**src/rtl/throw_scheduler.sv**
```systemverilog
// -----------------------------------------------------------------------------
// throw_scheduler
//
// Arbitrates throw requests between a local and a remote player and sequences
// each throw through launch, flight and a post-throw lockout.
//
//   IDLE     -> waits for a rising request edge from the player holding the turn
//   LAUNCH   -> one cycle, start_throw high, thrower's launch count bumped
//   FLIGHT   -> waits for end_throw or the flight timeout
//   COOLDOWN -> fixed lockout, then back to IDLE
//
// Parameters
//   COOLDOWN_CYCLES : lockout length in clk60MHz cycles
//   TIMEOUT_CYCLES  : flight window in cycles, counted from the LAUNCH cycle
//
// Ports
//   clk60MHz      : system clock
//   rst           : synchronous, active-high reset
//   req_local     : local player throw request (level, edge-detected here)
//   req_remote    : remote player throw request (level, edge-detected here)
//   end_throw     : trajectory finished; honoured only during FLIGHT
//   start_throw   : one-cycle launch pulse to the trajectory engine
//   owner         : thrower of the current or last throw (0 local, 1 remote)
//   turn          : player allowed to throw next (0 local, 1 remote)
//   busy          : high whenever the scheduler is not IDLE
//   reject        : one-cycle pulse when a request edge is refused
//   timeout       : one-cycle pulse when a flight is force-terminated
//   throws_local  : saturating count of local launches
//   throws_remote : saturating count of remote launches
//
// All outputs are registered and change only on the rising clock edge.
// -----------------------------------------------------------------------------
module throw_scheduler #(
    parameter int unsigned COOLDOWN_CYCLES = 6_000_000,
    parameter int unsigned TIMEOUT_CYCLES  = 180_000_000
) (
    input  logic       clk60MHz,
    input  logic       rst,
    input  logic       req_local,
    input  logic       req_remote,
    input  logic       end_throw,
    output logic       start_throw,
    output logic       owner,
    output logic       turn,
    output logic       busy,
    output logic       reject,
    output logic       timeout,
    output logic [7:0] throws_local,
    output logic [7:0] throws_remote
);

    localparam int unsigned CD_W = (COOLDOWN_CYCLES > 1) ? $clog2(COOLDOWN_CYCLES) : 1;
    localparam int unsigned TO_W = (TIMEOUT_CYCLES > 1) ? $clog2(TIMEOUT_CYCLES) : 1;

    localparam logic [CD_W-1:0] CD_LAST = CD_W'(COOLDOWN_CYCLES - 1);
    // The registered timeout pulse must land TIMEOUT_CYCLES after LAUNCH, so
    // expiry is taken on the cycle where the flight counter is about to step
    // onto TIMEOUT_CYCLES-1.
    localparam logic [TO_W-1:0] TO_LAST = TO_W'(TIMEOUT_CYCLES - 2);

    typedef enum logic [1:0] {
        S_IDLE     = 2'd0,
        S_LAUNCH   = 2'd1,
        S_FLIGHT   = 2'd2,
        S_COOLDOWN = 2'd3
    } state_e;

    state_e            state_q;
    logic              req_local_q;
    logic              req_remote_q;
    logic [TO_W-1:0]   flight_cnt_q;
    logic [CD_W-1:0]   cd_cnt_q;
    logic              start_q;
    logic              owner_q;
    logic              turn_q;
    logic              busy_q;
    logic              reject_q;
    logic              timeout_q;
    logic [7:0]        throws_local_q;
    logic [7:0]        throws_remote_q;

    logic edge_local;
    logic edge_remote;
    logic edge_turn;
    logic edge_other;

    assign edge_local  = req_local  & ~req_local_q;
    assign edge_remote = req_remote & ~req_remote_q;
    assign edge_turn   = turn_q ? edge_remote : edge_local;
    assign edge_other  = turn_q ? edge_local  : edge_remote;

    // NOTE: every register below is assigned with <= so all updates in this
    // block see the values from before the clock edge, as real flops do.
    always_ff @(posedge clk60MHz) begin
        if (rst) begin
            state_q         <= S_IDLE;
            req_local_q     <= 1'b0;
            req_remote_q    <= 1'b0;
            flight_cnt_q    <= '0;
            cd_cnt_q        <= '0;
            start_q         <= 1'b0;
            owner_q         <= 1'b0;
            turn_q          <= 1'b0;
            busy_q          <= 1'b0;
            reject_q        <= 1'b0;
            timeout_q       <= 1'b0;
            throws_local_q  <= '0;
            throws_remote_q <= '0;
        end else begin
            req_local_q  <= req_local;
            req_remote_q <= req_remote;
            start_q      <= 1'b0;
            timeout_q    <= 1'b0;
            // Outside IDLE every request edge is refused; IDLE overrides below.
            reject_q     <= edge_local | edge_remote;

            case (state_q)
                S_IDLE: begin
                    reject_q <= edge_other;
                    if (edge_turn) begin
                        state_q <= S_LAUNCH;
                        start_q <= 1'b1;
                        busy_q  <= 1'b1;
                        owner_q <= turn_q;
                        // Count lands together with the LAUNCH cycle.
                        if (turn_q) begin
                            if (throws_remote_q != 8'hFF) throws_remote_q <= throws_remote_q + 8'd1;
                        end else begin
                            if (throws_local_q != 8'hFF) throws_local_q <= throws_local_q + 8'd1;
                        end
                    end
                end

                S_LAUNCH: begin
                    state_q      <= S_FLIGHT;
                    flight_cnt_q <= '0;
                end

                S_FLIGHT: begin
                    if (end_throw || flight_cnt_q == TO_LAST) begin
                        state_q   <= S_COOLDOWN;
                        cd_cnt_q  <= '0;
                        turn_q    <= ~turn_q;
                        // A real end of flight wins over a coincident expiry.
                        timeout_q <= ~end_throw;
                    end else begin
                        flight_cnt_q <= flight_cnt_q + 1'b1;
                    end
                end

                S_COOLDOWN: begin
                    if (cd_cnt_q == CD_LAST) begin
                        state_q <= S_IDLE;
                        busy_q  <= 1'b0;
                    end else begin
                        cd_cnt_q <= cd_cnt_q + 1'b1;
                    end
                end

                default: begin
                    state_q <= S_IDLE;
                    busy_q  <= 1'b0;
                end
            endcase
        end
    end

    assign start_throw   = start_q;
    assign owner         = owner_q;
    assign turn          = turn_q;
    assign busy          = busy_q;
    assign reject        = reject_q;
    assign timeout       = timeout_q;
    assign throws_local  = throws_local_q;
    assign throws_remote = throws_remote_q;

endmodule

```
**config.mk**
```make
export PLATFORM = sky130hd
export DESIGN_NAME = throw_scheduler
export DESIGN_NICKNAME = d
export VERILOG_FILES = /design/src/rtl/throw_scheduler.sv
export SDC_FILE = /design/constraint.sdc
export NUM_CORES = 1
export LEC_CHECK = 0
export CORE_MARGIN = 3
export CORE_UTILIZATION = 45
export DETAILED_ROUTE_END_ITERATION = 12
export SETUP_SLACK_MARGIN = 0.05
export SLEW_MARGIN = 10
export SYNTH_ARGS = -nofsm -noshare
export SYNTH_HDL_FRONTEND = slang
export SYNTH_SLANG_ARGS = --single-unit
```
**constraint.sdc**
```tcl
create_clock -name clk60MHz -period 4.3 [get_ports clk60MHz]
set_input_delay 0.645 -clock clk60MHz [delete_from_list [all_inputs] [get_ports clk60MHz]]
set_output_delay 0.645 -clock clk60MHz [all_outputs]
set_load 0.05 [all_outputs]
```
# After elaboration in Yosys (flattened, before gate mapping)
# Index checks and enable logic that the tools add are counted.
# op_classes
n_eq_ne	12
order_cmp	0
mul	0
bitwise_logic	10
n_mux	16
reduce_logical	15
n_shift	0
n_addsub	4
n_div	0
# ops
operator	count
case mux 28 bit (2 select lines)	1
2-to-1 mux 23 bit	2
case mux 23 bit (2 select lines)	1
adder 28 x 1 -> 28 bit, second input constant	1
== test 28 bit, second input constant	1
2-to-1 mux 28 bit	1
adder 23 x 1 -> 23 bit, second input constant	1
== test 23 bit, second input constant	1
adder 8 x 1 -> 8 bit, second input constant	2
!= test 8 bit, second input constant	2
!= test 2 bit, second input constant	5
AND reduction 3 bit	3
case mux 2 bit (4 select lines)	1
AND reduction 4 bit	2
NOT 1 bit	7
2-to-1 mux 1 bit	6
2-to-1 mux 2 bit	3
AND reduction 2 bit	3
nonzero test 2 bit	3
== test 2 bit, second input constant	2
OR reduction 3 bit	1
bitwise AND 1 bit	2
== test 2 x 1 -> 1 bit, second input constant	1
logical NOT 2 bit	1
4 further kinds	4
# totals
ff_bits	77
ram_bits	0
wordCells	70
romBits	0
n_memories	0
latchBits	0
output_inout_bits	22
in_bits	5

# Logic depth before layout (Yosys ltp)
# Gate-level depths: netlist of run 1.
# depth
word_depth	5
mapped_depth	9
mapped_depth_nobuf	7

# Least setup slack after synthesis of run 1
# Ideal clock, no wire load.
# synth_timing
kind	flip-flop to flip-flop
startpoint	register flight_cnt_q[0]
endpoint	register cd_cnt_q[14]
arrival_time_ns	1.980
setup_ns	0.134
synth_period_minus_slack_ns	2.114
n_path_buf	1
stages_incl_launch_ff	9
slack_ns	2.186
required_time_ns	4.166
cell_sequence	dfxtp_1 > inv_1 > ha_1 > or3b_4 > nor4_4 > a21boi_2 > buf_2 > o311ai_1 > o41ai_2
# synth_between
elab_chain_len	4
# synth_rtl
element	line_no	rtl
from (decl)	71	logic [TO_W-1:0] flight_cnt_q;
from (signal assigned)	147	flight_cnt_q <= flight_cnt_q + 1'b1;
== test 28 bit	140	if (end_throw || flight_cnt_q == TO_LAST) begin
logical OR 1 bit	140	
!= test 2 bit (no source line)	n/a	
AND reduction 3 bit (no source line)	n/a	
to (signal assigned)	156	cd_cnt_q <= cd_cnt_q + 1'b1;
to (decl)	72	logic [CD_W-1:0] cd_cnt_q;
# No other way between the ends.
# A chain may end at the register's enable or synchronous reset.

# Worst setup path in the final report of run 1
# layout_timing
startpoint	register state_q[1]
endpoint	register cd_cnt_q[2]
# layout_between
elab_chain_len	3
elab_cells_between_ends	7
cone_classes	eq/ne (4); mux (1); reduce/logical (2)
# layout_rtl
element	line_no	rtl
from (decl)	68	state_e state_q;
from (signal assigned)	96	state_q <= S_IDLE;
from (signal assigned)	121	state_q <= S_LAUNCH;
from (signal assigned)	135	state_q <= S_FLIGHT;
== test 2 bit	117	case (state_q)
!= test 2 bit (no source line) or nonzero test 2 bit (tied branches)	n/a	
AND reduction 3 bit (no source line)	n/a	
# Parallel ways exist; a longest one is shown, timed or not.

==> summary.txt, run 1 <==
Critical path
  • Max incr delay on CP: 0.61 ns
  • Slowest library cell on the worst path: ha_1
  • Critical Path Fanout Max: 18
  • CP startpoint kind: flip-flop
  • Worst path required time: 4.55 ns
  • Critical Path, Cell by Cell: ha_1 > inv_1 > nor4_1 > a21o_1 > nor2_1 > buf_4 > a311oi_1
  • CP Class: reg -> reg
  • Worst Setup End Kind: flip-flop
  • Worst Path Arrival: 3.18 ns

Route
  • Post-DRT Antenna Nets: 0
  • # DRC: 0
  • WL/cell: 16.1 µm
  • Wirelength, routed: 10,600 µm
  • DRT Pass-1 Iters: 5
  • Vias: 3,965
  • Drt initial violations: 275
  • Routed vias/inst: 6.02

Timing
  • Tmin final: 2.93 ns
  • Tcrit/Tclk final: 68.2%
  • Clk_skew: 0.0122 ns
  • Slew @ Worst Pin: 1.14 ns
  • Final Setup Violations: 0
  • Slew margin rel.: 23.1%
  • RSZ-0062 raised after global routing: no
  • Final setup TNS: 0 ns
  • Fin. Hold Viols: 0
  • Peak Freq: 341 MHz
  • Final slew viol count: 0

Clock tree
  • CTS tree: built
  • Post-CTS Hold Fix Bufs: 0
  • Clock latency on the worst-skew pair: 0.34 ns
  • Clock Path Buffers: 2
  • Post-CTS sizing: 0
  • Root Driver: clkbuf_8
  • Post-CTS Setup Bufs: 0
  • Clock sinks: 77
  • Clk slew on worst S/H paths: 0.09 ns
  • H-tree depth: 3
  • Cts bufs inserted: 9

Logic synthesis
  • Avg Inst Size Synth: 8.33 µm²
  • Yosys top cell by area: dfxtp_1
  • Syn Inst Count: 516
  • Main flop type after synthesis: dfxtp_1
  • FFs w/ async S/R, synth: 0%
  • Yosys warnings: 0
  • Top post-synthesis cells by area: dfxtp_1 36%, nand2_1 4.8%, nand3_1 4.3%
  • Synthesized cell area: 4300 µm²
  • Syn_nets: 529
  • Post-synth top area share: 35.8%
  • Post-synth EDFFs: 0
  • Synth cell types: 67
  • Sequential area share after synthesis: 35.8%
  • #FFs+latches synth: 77

Pwr
  • Leak Pwr: 1.46 nW
  • Logic gate share of total power: 31.4%
  • Seq pwr share: 39.9%
  • Pint: 1.18 mW
  • P per Cell Area: 401 nW/µm²
  • VDD IR max: 0.254 mV
  • Sw Ratio: 38.2%
  • Total power: 1.91 mW
  • Clock power frac: 28.6%
  • Sw Pwr: 0.730 mW

Finish
  • Share of layout cells above drive strength 1: 8.68%
  • Ant. Diodes: 0
  • NumNets Final: 538
  • Final instance area: 4770 µm²
  • Layout Cells excl Fill: 659
  • Layout area overhead: 11.0%
  • Final Core Density: 51.4%

GRT
  • Antenna violations before repair: 0
  • GR Overflow Total: 0
  • Largest net degree at the start of global routing: 38
  • Gr usage total: 19.6%
  • Vias in the first global route: 3,704
  • First-pass GRT wire length: 18,000 µm

Status
  • Outcome: completed

Floorplanning
  • Rows: 35
  • Core Footprint: 9280 µm²
  • Die Wd: 104 µm
  • I/O pin count: 27
  • Initial Utilization: 46.3%
  • Full die area: 10,800 µm²
  • Die H: 104 µm

Place
  • Dpl cells: 643
  • Buffers on Ports: 26
  • Cell Area, Placed: 4580 µm²
  • Hpwl dp: 7050 µm
  • Routability cong.: 0.867

Job
  • Max_cap viols: 0

Hold path
  • Min-delay worst type: reg -> reg
registers in the layout, indices dropped and copies added (netlist names):
signal and flops:
turn 1, timeout 1, throws_remote 8, flight_cnt_q 28
req_remote_q 1, cd_cnt_q 23, owner 1, start_throw 1
reject 1, req_local_q 1, busy 1, throws_local 8
state_q 2
cells in the mapped netlist (3+ instances only):
cell type	number
nor3_1	11
xnor2_1	7
clkbuf_1	21
nor2b_1	4
nor4b_1	3
a31oi_1	22
buf_2	4
dfxtp_1	77
nand2b_1	12
a21o_1	3
o32ai_1	4
nor2_1	38
nand4_1	14
nor4_1	5
o211ai_1	5
nand3_1	37
buf_4	3
xor2_1	6
buf_6	3
and4_1	4
o21ai_0	15
or3_1	6
inv_1	18
or4_1	8
a311oi_2	9
o31ai_1	4
mux2i_1	7
a311oi_1	11
a211oi_1	7
a41oi_1	7
ha_1	8
and3_1	13
nand2_1	55
a21oi_1	25
cell type report:
type,count,area (µm²)
Inverter,18,67.6
Clock buffer,12,145
Sequential cell,77,1540
Multi-Input combinational cell,388,2520
Tap cell,129,161
Fill cell,932,4510
Clock inverter,4,47.5
Timing Repair Buffer,31,293
worst paths after layout:
kind | from | to | slack (ns) | depth (start not counted)
worst min-delay path | flight_cnt_q[27] | flight_cnt_q[27] | 0.48 | 2
worst max-delay path | state_q[1] | cd_cnt_q[2] | 1.37 | 7
worst min register to register | flight_cnt_q[27] | flight_cnt_q[27] | 0.48 | 2
worst max register to register | state_q[1] | cd_cnt_q[2] | 1.37 | 7
routing by layer:
layer	track usage, %	wire [µm]	share of wire, %
met5	0	0	0
met1	28.9	5300	50
met4	5.51	113	1.1
met2	29.6	4770	45
met3	2.99	458	4.3
placed cells by master (no fill, tap or decap), types with 7 or more instances in the layout:
master	netlist	routed
a211oi_1	7	7
a21oi_1	25	25
a31oi_1	22	22
a41oi_1	7	7
a311oi_1	11	11
nor3_1	11	11
clkdlybuf4s50_1	0	25
ha_1	8	8
nand3_1	37	37
clkbuf_8	0	10
nand2b_1	12	12
or4_1	8	8
xnor2_1	7	7
a311oi_2	9	9
nor2_1	38	38
inv_1	18	18
nand4_1	14	14
mux2i_1	7	7
and3_1	13	13
nand2_1	55	55
o21ai_0	15	15
dfxtp_1	77	77
metrics by stage:
stage	hold WS [ns]	worst slack, ns
2_1_floorplan	0.438	2.19
3_3_place_gp	0.454	1.52
3_5_place_dp	0.468	1.45
4_1_cts	0.482	1.44
5_1_grt	0.523	1.17
6_report	0.479	1.37
cells by family (layout without fill, tap and decap cells):
group           Yosys count  after routing  synth area share (%)
compound gates          129            129                  22.7
xor+xnor                 13             13                  2.65
fa+ha+maj                 8              8                  2.33
buf+inv                  51             65                  5.62
flops                    77             77                  35.8
mux                       8              8                  1.89
simple gates            230            230                  29.0
power by group through the flow:
| stage | registers, mW | clock network (mW) | logic, mW |
|---|---|---|---|
| after floorplan | 0.825 | 0 | 0.421 |
| after global placement | 0.779 | 0 | 0.584 |
| after detailed placement | 0.780 | 0 | 0.593 |
| after CTS | 0.764 | 0.562 | 0.597 |
| after global routing | 0.768 | 0.591 | 0.658 |
| final | 0.764 | 0.547 | 0.602 |
critical path: cells and delay by family (launching register included):
kind / cells / cell delay [ns]
AO/OA/AOI/OAI: 2 / 0.64
flip-flops: 1 / 0.39
adder cells (fa/ha/maj): 1 / 0.61
buffers and inverters: 2 / 0.59
AND/OR/NAND/NOR: 2 / 0.62
No activity file was read; power rests on OpenSTA's default activity.
==> run 2: changes to the inputs <==
Settings changed: PLACE_DENSITY set to 0.66.
Clock period 4.3 ns to 2.49 ns, I/O delays scaled along.
==> run 2 against run 1 <==
Flip-flop and latch count did not move; clock skew shrank 0.0015 ns; via count up 4.0%; maximum frequency up 29%; core utilization rose by 3.1 points; first-iteration DRC count up 11%; register-to-register slack worse by 1.2 ns; count of clock-buffer cells in the layout is 1 lower; sequential share of layout area decreased by 1.8 points; die area unchanged; global-route usage increased by 1.0 points; largest power group unchanged.
==> summary.txt, run 2 (synthesis gave the netlist of run 1 again) <==
Clock tree
  • Clock sinks: 77
  • CTS tree: built
  • Post-CTS Setup Bufs: 0
  • H-tree depth: 3
  • Clock Path Buffers: 2
  • Clk slew on worst S/H paths: 0.08 ns
  • Cts bufs inserted: 9
  • Clock latency on the worst-skew pair: 0.35 ns
  • Root Driver: clkbuf_8

Critical path
  • CP delay by family, top: simple AND/OR/NAND/NOR gates
  • Max incr delay on CP: 0.40 ns
  • Critical Path Fanout Max: 13
  • Worst path required time: 2.75 ns
  • Worst Path Arrival: 2.54 ns
  • Slowest library cell on the worst path: or3b_4
  • Critical Path, Cell by Cell: inv_1 > ha_1 > or3b_4 > nor4_4 > a21boi_2 > buf_4 > or3_1 > o31ai_1
  • CP startpoint kind: flip-flop
  • CP bufs+invs: 2
  • CP Class: reg -> reg
  • Worst Setup End Kind: flip-flop

Timing
  • Final Setup Violations: 0
  • RSZ-0062 raised after global routing: yes
  • Final slew viol count: 0
  • Slew margin rel.: 54.0%
  • Slew @ Worst Pin: 0.687 ns
  • Fin. Hold Viols: 0
  • Tmin final: 2.28 ns
  • Clk_skew: 0.0106 ns
  • Peak Freq: 439 MHz
  • Tcrit/Tclk final: 91.6%
  • Worst Setup Slack, final: 0.210 ns

Floorplanning
  • Rows: 35
  • Die H: 104 µm
  • Full die area: 10,800 µm²
  • Core Footprint: 9280 µm²
  • Initial Utilization: 46.3%
  • I/O pin count: 27
  • Die Wd: 104 µm

Hold path
  • Min-delay worst type: reg -> reg

Pwr
  • Logic gate share of total power: 33.4%
  • P per Cell Area: 705 nW/µm²
  • Seq pwr share: 37.0%
  • Sw Ratio: 37.8%
  • Leak Pwr: 1.61 nW
  • Pint: 2.22 mW
  • Total power: 3.57 mW
  • Sw Pwr: 1.35 mW
  • VDD IR max: 0.372 mV
  • Clock power frac: 29.6%

Finish
  • NumNets Final: 566
  • Ant. Diodes: 0
  • Max reg flops: 28
  • Biggest register: flight_cnt_q
  • Final Core Density: 54.5%
  • Top Registers: flight_cnt_q x28, cd_cnt_q x23
  • Commonest non-fill, non-tap cell in the layout: dfxtp_1
  • Most frequent cells in the layout: 77 x dfxtp_1, 55 x nand2_1, 37 x nand3_1, 37 x nor2_1, 32 x buf_4
  • Share of layout cells above drive strength 1: 14.5%
  • Layout area overhead: 17.7%

Status
  • Outcome: completed

GRT
  • GR Overflow Total: 0
  • Largest net degree at the start of global routing: 46
  • Gr usage total: 20.6%
  • Antenna violations before repair: 0
  • Vias in the first global route: 3,901
  • First-pass GRT wire length: 18,900 µm

Place
  • Buffers on Ports: 26
  • Routability cong.: 0.814
  • Hpwl dp: 7400 µm
  • Worst slack, placed: -0.183 ns

Route
  • WL/cell: 16.3 µm
  • Drt initial violations: 304
  • DRT Pass-1 Iters: 5
  • Routed vias/inst: 6.01
  • # DRC: 0
  • Vias: 4,124
  • Wirelength, routed: 11,200 µm
  • Post-DRT Antenna Nets: 0

Job
  • Max_cap viols: 0
## run 2: area by class of cell
type	instances	area, µm²
inverters	18	67.6
multi-input cells	389	2580
well taps	129	161
clock inverters	4	72.6
repair buffers	58	495
fillers	900	4220
flip-flops and latches	77	1540
clock buffers	11	141
## run 2: power groups by stage
stage | Sequential [mW] | Combinational, mW | Clock, mW
2_1_floorplan | 1.43 | 0.728 | 0
3_3_place_gp | 1.35 | 1.11 | 0
3_5_place_dp | 1.35 | 1.12 | 0
4_1_cts | 1.32 | 1.14 | 1.08
5_1_grt | 1.33 | 1.30 | 1.13
6_report | 1.32 | 1.19 | 1.06
## run 2: worst paths after layout
path	slack, ns	depth (start not counted)	from	to
hold reg to reg	0.47	2	flight_cnt_q[27]	flight_cnt_q[27]
setup / recovery	0.21	8	flight_cnt_q[0]	state_q[1]
hold / removal	0.47	2	flight_cnt_q[27]	flight_cnt_q[27]
setup reg to reg	0.21	8	flight_cnt_q[0]	state_q[1]
## run 2: timing repair
item / 4_1_cts / 5_1_grt
endpoints found under the setup margin: 12 / 28
gates resized for setup: 2 / 9
hold buffers: 0 / 0
cloned: 0 / 1
pin swaps: 0 / 1
## run 2: layer usage
layer	global-route usage [%]	up-vias	part of all wire, %
li1	-	2025	-
met1	29.1	1974	48
met2	32.6	116	46
met3	3.74	9	4.9
met4	5.32	0	0.78
met5	0	-	0
## run 2: worst reg2reg max path, cell delays in order, from the launching register on
cell	delay [ns]
dfxtp_1	0.32
inv_1	0.09
ha_1	0.16
or3b_4	0.40
nor4_4	0.30
a21boi_2	0.13
buf_4	0.20
or3_1	0.40
o31ai_1	0.19
## run 2: through the flow
| step | hold slack, ns | area, µm² | setup TNS, ns | cells |
|---|---|---|---|---|
| floorplan | 0.438 | 4300 | 0 | 516 |
| global placement | 0.450 | 4780 | -0.575 | 670 |
| detailed placement | 0.458 | 4780 | -1.49 | 670 |
| CTS | 0.470 | 5010 | 0 | 685 |
| global route | 0.504 | 5060 | 0 | 686 |
| finish | 0.472 | 5060 | 0 | 686 |
==> run 3: changes to the inputs <==
Settings changed: CORE_UTILIZATION 45 to 54, PLACE_DENSITY 0.66 to 0.77.
==> run 3 against run 2 <==
Final cell count decreased by 5.8%; flip-flop and latch count stayed put; maximum frequency is 1.5% lower; first-iteration DRC count fell by 11%; sequential share of layout area is 1.1 points higher; worst hold slack better by 0.0043 ns; global-route usage increased by 3.9 points; wire length decreased by 4.2%; final area shrank 3.5%; critical path type unchanged.
==> summary.txt, run 3 (synthesis gave the netlist of run 1 again) <==
GRT
  • Vias in the first global route: 3,852
  • GR Overflow Total: 0
  • Antenna violations before repair: 0
  • Gr usage total: 24.5%
  • Largest net degree at the start of global routing: 47
  • First-pass GRT wire length: 17,900 µm

Place
  • Buffers on Ports: 26
  • Hpwl dp: 7210 µm
  • Dpl cells: 630
  • Cell Area, Placed: 4670 µm²
  • Routability cong.: 0.849

Pwr
  • P per Cell Area: 708 nW/µm²
  • Logic gate share of total power: 33.7%
  • Total power: 3.46 mW
  • Sw Pwr: 1.34 mW
  • Seq pwr share: 38.1%
  • Sw Ratio: 38.7%
  • Leak Pwr: 1.54 nW
  • VDD IR max: 0.467 mV
  • Clock power frac: 28.2%
  • Pint: 2.12 mW

Finish
  • Biggest register: flight_cnt_q
  • Layout Cells excl Fill: 646
  • Commonest non-fill, non-tap cell in the layout: dfxtp_1
  • Layout area overhead: 13.5%
  • NumNets Final: 555
  • Ant. Diodes: 0
  • Most frequent cells in the layout: 77 x dfxtp_1, 55 x nand2_1, 38 x nor2_1
  • Max reg flops: 28
  • Final instance area: 4880 µm²
  • Share of layout cells above drive strength 1: 11.9%
  • Top Registers: flight_cnt_q x28, cd_cnt_q x23

Timing
  • Final Setup Violations: 0
  • Tcrit/Tclk final: 93.0%
  • Peak Freq: 432 MHz
  • Tmin final: 2.32 ns
  • Slew margin rel.: 52.3%
  • Fin. Hold Viols: 0
  • Final setup TNS: 0 ns
  • Slew @ Worst Pin: 0.712 ns
  • Clk_skew: 0.0131 ns
  • Final slew viol count: 0
  • RSZ-0062 raised after global routing: no

Critical path
  • Worst Path Arrival: 2.59 ns
  • CP Class: reg -> reg
  • Critical Path Fanout Max: 14
  • Worst Setup End Kind: flip-flop
  • CP startpoint kind: flip-flop
  • Worst path required time: 2.76 ns

Clock tree
  • Root Driver: clkbuf_8
  • Cts bufs inserted: 9
  • Clock Path Buffers: 2
  • H-tree depth: 3
  • Post-CTS Hold Fix Bufs: 0
  • Clk slew on worst S/H paths: 0.09 ns
  • CTS tree: built
  • Clock latency on the worst-skew pair: 0.35 ns
  • Clock sinks: 77
  • Post-CTS Setup Bufs: 0

Floorplanning
  • Initial Utilization: 57.4%
  • Rows: 31
  • I/O pin count: 27
  • Die Wd: 95.2 µm
  • Die H: 95.2 µm
  • Core Footprint: 7490 µm²
  • Full die area: 9070 µm²

Route
  • Drt initial violations: 270
  • # DRC: 0
  • DRT Pass-1 Iters: 5
  • Vias: 4,085
  • Post-DRT Antenna Nets: 0
  • Routed vias/inst: 6.32
  • WL/cell: 16.6 µm
  • Wirelength, routed: 10,700 µm

Status
  • Outcome: completed

Job
  • Max_cap viols: 0

Hold path
  • Min-delay worst type: reg -> reg
## run 3: changes by cell type in the layout (fill, tap and decap cells not counted), sizes merged
cell,delta
inv,+1
clkbuf,-1
a211o,-1
buf,-10
bufinv,-1
clkinv,+2
## run 3: critical path, stage by stage (launching register included)
cell and delay (ns):
dfxtp_1 0.36, inv_1 0.09, ha_1 0.15, or3b_4 0.39, nor4_4 0.33, a21boi_2 0.28
or3_1 0.45, o31ai_1 0.19
## run 3: routing by layer
metal,track usage [%],wire length (µm)
met5,0,0
met4,6.37,155
met3,6.55,710
met2,41.3,5050
met1,30.9,4770
## run 3: layout make-up
type	count	area, µm²
clock inverter	6	72.6
fill	617	2600
timing repair buffer	48	420
sequential	77	1540
inverter	18	67.6
multi-input combinational	388	2530
clock buffer	10	128
tap	99	124
## run 3: path summary, 6_finish.rpt
check                                      start          endpoint  slack, ns  depth (start not counted)
worst max-delay path             flight_cnt_q[0]        state_q[1]       0.17                          7
worst max register to register   flight_cnt_q[0]        state_q[1]       0.17                          7
worst min-delay path            flight_cnt_q[27]  flight_cnt_q[27]       0.48                          2
worst min register to register  flight_cnt_q[27]  flight_cnt_q[27]       0.48                          2
## run 3: metrics by stage
stage / setup slack (ns) / hold slack (ns) / utilization, %
after detailed placement: 0.0553 / 0.466 / 62.4
after global routing: 0.0509 / 0.504 / 65.2
after CTS: 0.0567 / 0.478 / 65.2
after floorplan: 0.376 / 0.438 / -
final: 0.175 / 0.476 / 65.2
after global placement: 0.191 / 0.452 / 62.4
## run 3: power groups by stage
| stage | Sequential [mW] | Clock, mW | Combinational, mW |
|---|---|---|---|
| finish | 1.32 | 0.975 | 1.17 |
| global route | 1.32 | 1.04 | 1.26 |
| CTS | 1.32 | 0.976 | 1.15 |
| detailed placement | 1.35 | 0 | 1.14 |
| global placement | 1.35 | 0 | 1.11 |
| floorplan | 1.43 | 0 | 0.728 |
## run 3: repair_timing
action	4_1_cts	5_1_grt
resized for setup	1	2
setup endpoints to repair	1	24
pin swaps	0	1
